`config.mk`:
```
export PLATFORM = sky130hd
export DESIGN_NAME = exec_cycle_sequencer
export DESIGN_NICKNAME = d
export VERILOG_FILES = /design/src/rtl/exec_cycle_sequencer.sv
export SDC_FILE = /design/constraint.sdc
export NUM_CORES = 1
export LEC_CHECK = 0
export BUFFER_PORTS_ARGS = -buffer_cell sky130_fd_sc_hd__buf_4
export CAP_MARGIN = 10
export CORE_MARGIN = 2
export CORE_UTILIZATION = 41
export CTS_CLUSTER_DIAMETER = 100
export CTS_CLUSTER_SIZE = 24
export DETAILED_ROUTE_END_ITERATION = 16
export MAX_ROUTING_LAYER = met4
export PLACE_DENSITY = 0.69
export SLEW_MARGIN = 40
export SYNTH_ARGS = -nofsm -noshare
export SYNTH_HDL_FRONTEND = slang
export SYNTH_SLANG_ARGS = --single-unit
export TNS_END_PERCENT = 10
```
`constraint.sdc`:
```
create_clock -name clk -period 4.99 [get_ports clk]
set_input_delay 0.998 -clock clk [delete_from_list [all_inputs] [get_ports clk]]
set_output_delay 0.998 -clock clk [all_outputs]
set_load 0.02 [all_outputs]
```
`src/rtl/exec_cycle_sequencer.sv`:
```
// Multi-cycle instruction sequencer: FETCH -> DECODE -> EXECUTE -> WRITEBACK.
// Optional macro ILLEGAL_TRAP_EN: illegal opcodes lock the FSM in TRAP until reset.
module exec_cycle_sequencer (
  input  logic        clk,
  input  logic        rst_n,
  input  logic        start,
  input  logic        halt_req,
  input  logic        imem_rdy,
  input  logic [7:0]  imem_data,
  output logic        imem_req,
  output logic [7:0]  pc,
  output logic [7:0]  ir,
  output logic        alu_en,
  output logic        alu_src,
  output logic [1:0]  alu_op,
  output logic        reg_write,
  output logic        busy,
  output logic        trap,
  output logic [15:0] retired_cnt,
  output logic [2:0]  state
);

  typedef enum logic [2:0] {
    S_IDLE      = 3'd0,
    S_FETCH     = 3'd1,
    S_DECODE    = 3'd2,
    S_EXECUTE   = 3'd3,
    S_WRITEBACK = 3'd4,
    S_TRAP      = 3'd5
  } state_e;

  state_e      state_q, state_d;
  logic [7:0]  pc_q, pc_d;
  logic [7:0]  ir_q, ir_d;
  logic [15:0] retired_q, retired_d;
  logic        wb_q, wb_d;
  logic        alu_src_q, alu_src_d;
  logic [1:0]  alu_op_q, alu_op_d;
  logic        imem_req_q, alu_en_q, reg_write_q, busy_q;
  logic        retire;
  logic        dec_src, dec_wb;
  logic [1:0]  dec_op;

  always_comb begin
    dec_src = 1'b0;
    dec_op  = 2'b00;
    dec_wb  = 1'b0;
    case (ir_q[7:5])
      3'b001: dec_wb = 1'b1;
      3'b010: begin dec_src = 1'b1; dec_wb = 1'b1; end
      3'b011: begin dec_op = 2'b01; dec_wb = 1'b1; end
      default: ;
    endcase
  end

  always_comb begin
    state_d   = state_q;
    pc_d      = pc_q;
    ir_d      = ir_q;
    wb_d      = wb_q;
    alu_src_d = alu_src_q;
    alu_op_d  = alu_op_q;
    retire    = 1'b0;
    case (state_q)
      S_IDLE: begin
        if (start) state_d = S_FETCH;
      end
      S_FETCH: begin
        if (imem_rdy) begin
          ir_d    = imem_data;
          pc_d    = pc_q + 8'd1;
          state_d = S_DECODE;
        end
      end
      S_DECODE: begin
        alu_src_d = dec_src;
        alu_op_d  = dec_op;
        wb_d      = dec_wb;
        state_d   = S_EXECUTE;
`ifdef ILLEGAL_TRAP_EN
        if (ir_q[7]) state_d = S_TRAP;
`endif
      end
      S_EXECUTE: begin
        if (wb_q) begin
          state_d = S_WRITEBACK;
        end else begin
          retire  = 1'b1;
          state_d = halt_req ? S_IDLE : S_FETCH;
        end
      end
      S_WRITEBACK: begin
        retire  = 1'b1;
        state_d = halt_req ? S_IDLE : S_FETCH;
      end
      S_TRAP: begin
`ifdef ILLEGAL_TRAP_EN
        state_d = S_TRAP;
`else
        state_d = S_IDLE;
`endif
      end
      default: state_d = S_IDLE;
    endcase
    // ALU controls are only visible while the instruction is in EXECUTE/WRITEBACK
    if (state_d != S_EXECUTE && state_d != S_WRITEBACK) begin
      alu_src_d = 1'b0;
      alu_op_d  = 2'b00;
    end
    retired_d = (retire && retired_q != 16'hFFFF) ? retired_q + 16'd1 : retired_q;
  end

  // Outputs are registered from the next state so they line up with state.
  always_ff @(posedge clk or negedge rst_n) begin
    if (!rst_n) begin
      state_q     <= S_IDLE;
      pc_q        <= 8'd0;
      ir_q        <= 8'd0;
      retired_q   <= 16'd0;
      wb_q        <= 1'b0;
      alu_src_q   <= 1'b0;
      alu_op_q    <= 2'b00;
      imem_req_q  <= 1'b0;
      alu_en_q    <= 1'b0;
      reg_write_q <= 1'b0;
      busy_q      <= 1'b0;
    end else begin
      state_q     <= state_d;
      pc_q        <= pc_d;
      ir_q        <= ir_d;
      retired_q   <= retired_d;
      wb_q        <= wb_d;
      alu_src_q   <= alu_src_d;
      alu_op_q    <= alu_op_d;
      imem_req_q  <= (state_d == S_FETCH);
      alu_en_q    <= (state_d == S_EXECUTE);
      reg_write_q <= (state_d == S_WRITEBACK);
      busy_q      <= (state_d == S_FETCH) || (state_d == S_DECODE) ||
                     (state_d == S_EXECUTE) || (state_d == S_WRITEBACK);
    end
  end

`ifdef ILLEGAL_TRAP_EN
  logic trap_q;
  always_ff @(posedge clk or negedge rst_n) begin
    if (!rst_n) trap_q <= 1'b0;
    else        trap_q <= (state_d == S_TRAP);
  end
  assign trap = trap_q;
`else
  assign trap = 1'b0;
`endif

  assign imem_req    = imem_req_q;
  assign pc          = pc_q;
  assign ir          = ir_q;
  assign alu_en      = alu_en_q;
  assign alu_src     = alu_src_q;
  assign alu_op      = alu_op_q;
  assign reg_write   = reg_write_q;
  assign busy        = busy_q;
  assign retired_cnt = retired_q;
  assign state       = state_q;

endmodule
```
; ---- Word-level counts from Yosys, hierarchy flattened
; Index checks and enable logic that the tools add are counted.
[op_classes]
muxes = 14
n_reduce_logical = 9
n_eq_ne = 14
addsub = 2
[op_table]
columns = cell, n
row1 = $eq 3x2->1 const B, 6
row2 = $add 16x1->16 const B, 1
row3 = $ne 16x16->1 const B, 1
row4 = $pmux 3 s5, 1
row5 = $eq 3x1->1 const B, 3
row6 = $mux 3, 3
row7 = $add 8x1->8 const B, 1
row8 = $mux 1, 7
row9 = $eq 3x3->1 const B, 2
row10 = $mux 2, 2
row11 = $logic_not 3->1, 1
row12 = $logic_or 1x1->1, 3
row13 = $ne 3x2->1 const B, 1
row14 = $ne 3x3->1 const B, 1
row15 = $reduce_or 3->1, 1
row16 = $logic_and 1x1->1, 2
row17 = $pmux 1 s2, 1
row18 = $reduce_and 2->1, 1
row19 = $reduce_bool 2->1, 1
[word_totals]
wordCells = 50
out_inout_bits = 43
regBits = 43
inputBits = 13

; ---- Logic depth before layout (Yosys ltp)
[logic_depth]
depth_word = 7
ltp_mapped = 6
mapped_depth_nobuf = 5

; ---- Worst setup path after synthesis
; No wires, ideal clock.
[synth_path]
path_type = input to register
start = in imem_rdy
end = reg ir_q[0] (netlist: ir[0])
n_path_buf = 2
slack_ns = 2.893
stages = 4
setup_ns = 0.125
t_arrival_ns = 1.972
required_time_ns = 4.865
path_cell_list = and4bb_2 clkbuf_1 buf_2 mux2_2
[synth_between]
elab_chain_cells = 1
[synth_lines]
columns = item, line_no
row1 = start: declaration, 8  ; input logic imem_rdy,
row2 = $reduce_and 2->1 (no line), n/a
row3 = end signal: assignment, 130  ; ir_q <= ir_d;
row4 = end: declaration, 34  ; logic [7:0] ir_q, ir_d;
; No other way between the ends.
; A chain may end at the register's enable or synchronous reset.

; ---- Worst setup path in the final report
[layout_path]
start = reg retired_q[4] (netlist: retired_cnt[4])
end = reg retired_q[1] (netlist: retired_cnt[1])
[layout_between]
elab_chain_cells = 2
[layout_lines]
columns = item, line_no
row1 = start: declaration, 35  ; logic [15:0] retired_q, retired_d;
row2 = start signal: assignment, 131  ; retired_q <= retired_d;
row3 = $ne 16x16->1, 110  ; retired_d = (retire && retired_q != 16'hFFFF) ? retired_q + 16'd1 : retired_q;
row4 = $logic_and 1x1->1, 110
; No other way between the ends.

==> summary.txt <==
GRT
  – Largest net degree at the start of global routing: 43
  – Global Route met3 Usage: 0.04219
  – First-pass GRT wire length: 6.285 mm
  – GRT Overall Usage: 0.1603
  – Remaining Overflow, GRT: 0
  – M1 GR Usage: 0.2033
  – Vias in the first global route: roughly 1.4k
  – Met2 usage: 0.2397
  – Antenna violations before repair: 0
  – Gr busiest metal: met2

Detailed routing
  – DRT Pass-1 Iters: 4
  – Via count: 1391
  – Starting DRC count in detailed routing: 105
  – DRC: 0
  – Final wirelength: about 3.7 mm
  – Final ANT Viol Nets: 0
  – DR WL/cell: 13.91 um
  – Vias per inst: 5.210

Synth
  – Post-synth ARST share: 1.000
  – FF+latch count, synth: 42
  – Sequential element share of the synthesized area: 0.5600
  – Cells after synthesis: 159
  – Yosys cell types: 39
  – Synth Flop Type: dfrtp_1
  – Number of synthesized flops with an enable pin: 0
  – Synth Area per Inst: between 10 and 15 um^2
  – Synthesized area: ~1900 um^2
  – Synth Warn #: 0

Run status
  – Status: finished clean

Layout
  – Proportion of layout cells with a drive suffix above 1: 0.3674
  – Post-synthesis to final-layout area growth: 28.33%
  – Filler cell count: 394
  – # nets final: 229
  – Post-route cell area: 2409 um^2
  – Ant. Diodes: 0

Floorplan
  – IO Count: 56
  – Die X: 71.66 um
  – Die span in y: 71.66 um
  – Rows: 24
  – Die area: about 5000 um^2
  – Core Region: 4384 um^2
  – Initial Utilization: 0.4281

Worst setup path
  – CP required: 5.18 ns
  – CP startpoint kind: register
  – WS Path Type: reg2reg
  – Critical path data arrival time: 2.23 ns
  – CP Max Fanout: 6
  – Crit end category: register

Clock network
  – Clk slew on worst S/H paths: 0.08 ns
  – # hold bufs at CTS: 0
  – CTS Buffer Depth: 2
  – Htree depth: 2
  – Cell chosen for the clock root: clkbuf_8
  – PostCTS Resize Cnt: 0
  – Setup Fix Bufs, Post-CTS: 0
  – CTS buffer count: 5
  – CTS tree: yes
  – Worst skew pair latency: 0.30 ns
  – Clk sinks: 42

Power and ir drop
  – Ratio of total power to cell area: 527.6 nW/um^2
  – Leakage power: 1.126 nW
  – Max VDD drop: 352.4 uV

Timing
  – Slew margin rel.: 0.4625
  – Layout Skew: between 0.003 and 0.004 ns
  – Max-slew violations: 0
  – Setup Viol. Count Final: 0
  – Final hold viol count: 0
  – Fmax: 489.2 MHz
  – Setup_tns: 0 ns
  – RSZ-0062 raised after global routing: false
  – Crit path time final: ~2.0 ns
  – Tcrit/Tclk final: 0.4097
  – Slew @ Worst Pin: 0.7988 ns

Place
  – Detailed placement HPWL: 2.611 mm
  – Final Wtd Congestion: 0.7321
  – IO buf count: 53
  – Dpl cell area: 2313 um^2

Hold path
  – HP Class: reg2reg

Run
  – Max Cap Viol: 0
[cell families after synthesis]
kind of cell             after synthesis  share of synthesized area
buffers and inverters                 11                    0.02933
AO/OA/AOI/OAI                         17                    0.06467
adder cells (fa/ha/maj)                2                    0.01333
XOR/XNOR                              17                    0.07934
AND/OR/NAND/NOR                       58                     0.1860
flip-flops                            42                     0.5600
other                                  1                   0.001998
multiplexers                          11                    0.06533
[layout by cell type (no fill, tap or decap), drive strengths merged, types with 2 or more instances in the layout]
master   n
xor2     8
inv      5
dfrtp   42
mux2    10
nand3    8
nor4     3
conb     2
ha       2
buf     53
nand4    7
clkbuf   6
and4b    2
nor3     4
and3     2
o21ai    7
nor2    11
and4bb   2
xnor2    9
a21oi    4
nand2    9
nor3b    2
[flip-flops by register name, indices dropped and copies added, names as in the netlist]
name / cells
pc: 8
reg_write: 1
retired_cnt: 16
wb_q: 1
alu_src: 1
alu_op: 1
alu_en: 1
state: 3
ir: 8
busy: 1
imem_req: 1
[metrics by stage]
stage          utilization  instances  hold WS, ns  power, mW  setup slack, ns
2_1_floorplan            -        160       0.5195     0.8455            2.893
3_3_place_gp        0.5263        259       0.4682      1.042            2.785
3_5_place_dp        0.5277        259       0.4780      1.053            2.764
4_1_cts             0.5494        267       0.4893      1.287            2.965
5_1_grt             0.5494        267       0.5019      1.354            2.785
6_report            0.5494        267       0.4843      1.271            2.946
[critical path, cell delays in order (launching register included)]
cell	delay, ns
dfrtp_1	0.43
nand4_1	0.25
nor4_1	0.77
nor2_1	0.17
mux2_2	0.31
[cell type report]
class,count,area (um^2),area share
Sequential cell,42,1051,0.4364
Multi-Input combinational cell,107,780.7,0.3242
Timing Repair Buffer,53,397.9,0.1652
Clock buffer,6,82.58,0.03429
Tap cell,52,65.06,0.02701
Inverter,5,18.77,0.007792
Clock inverter,2,12.51,0.005195
[synthesized netlist by cell type (2+ instances only)]
master / number / share of area
mux2_2: 10 / 0.060
xor2_1: 8 / 0.037
inv_1: 5 / 0.010
nand2_1: 9 / 0.018
and3_1: 2 / 0.0067
and4bb_2: 2 / 0.013
and4b_1: 2 / 0.011
nor3_1: 4 / 0.011
o21ai_0: 7 / 0.019
nor3b_1: 2 / 0.0080
xnor2_1: 9 / 0.042
ha_1: 2 / 0.013
a21oi_1: 4 / 0.011
nor2_1: 11 / 0.022
dfrtp_1: 42 / 0.56
buf_4: 3 / 0.012
nor4_1: 2 / 0.0067
nand4_1: 7 / 0.023
nand3_1: 8 / 0.021
[path summary, 6_finish.rpt]
check	start	endpoint	slack [ns]	depth (start not counted)
worst max-delay path	retired_cnt[4]	retired_cnt[1]	2.95	4
worst min-delay path	pc[7]	pc[7]	0.48	1
worst max register to register	retired_cnt[4]	retired_cnt[1]	2.95	4
worst min register to register	pc[7]	pc[7]	0.48	1
max in group asynchronous	rst_n	pc[4]	3.98	1
min in group asynchronous	rst_n	retired_cnt[11]	0.66	1
[power breakdown]
group	internal, mW	switching (mW)	leakage, nW
logic	0.232	0.264	0.537
registers	0.440	0.105	0.542
clock network	0.111	0.118	0.0472
total	0.783	0.488	1.13
[per-layer routing]
metal / part of all wire / vias to the layer above
met5: 0 / -
met4: 0.015 / 0
met3: 0.071 / 6
met2: 0.46 / 52
met1: 0.46 / 663
li1: - / 670
Note: power is estimated with default switching activity, not from simulation.
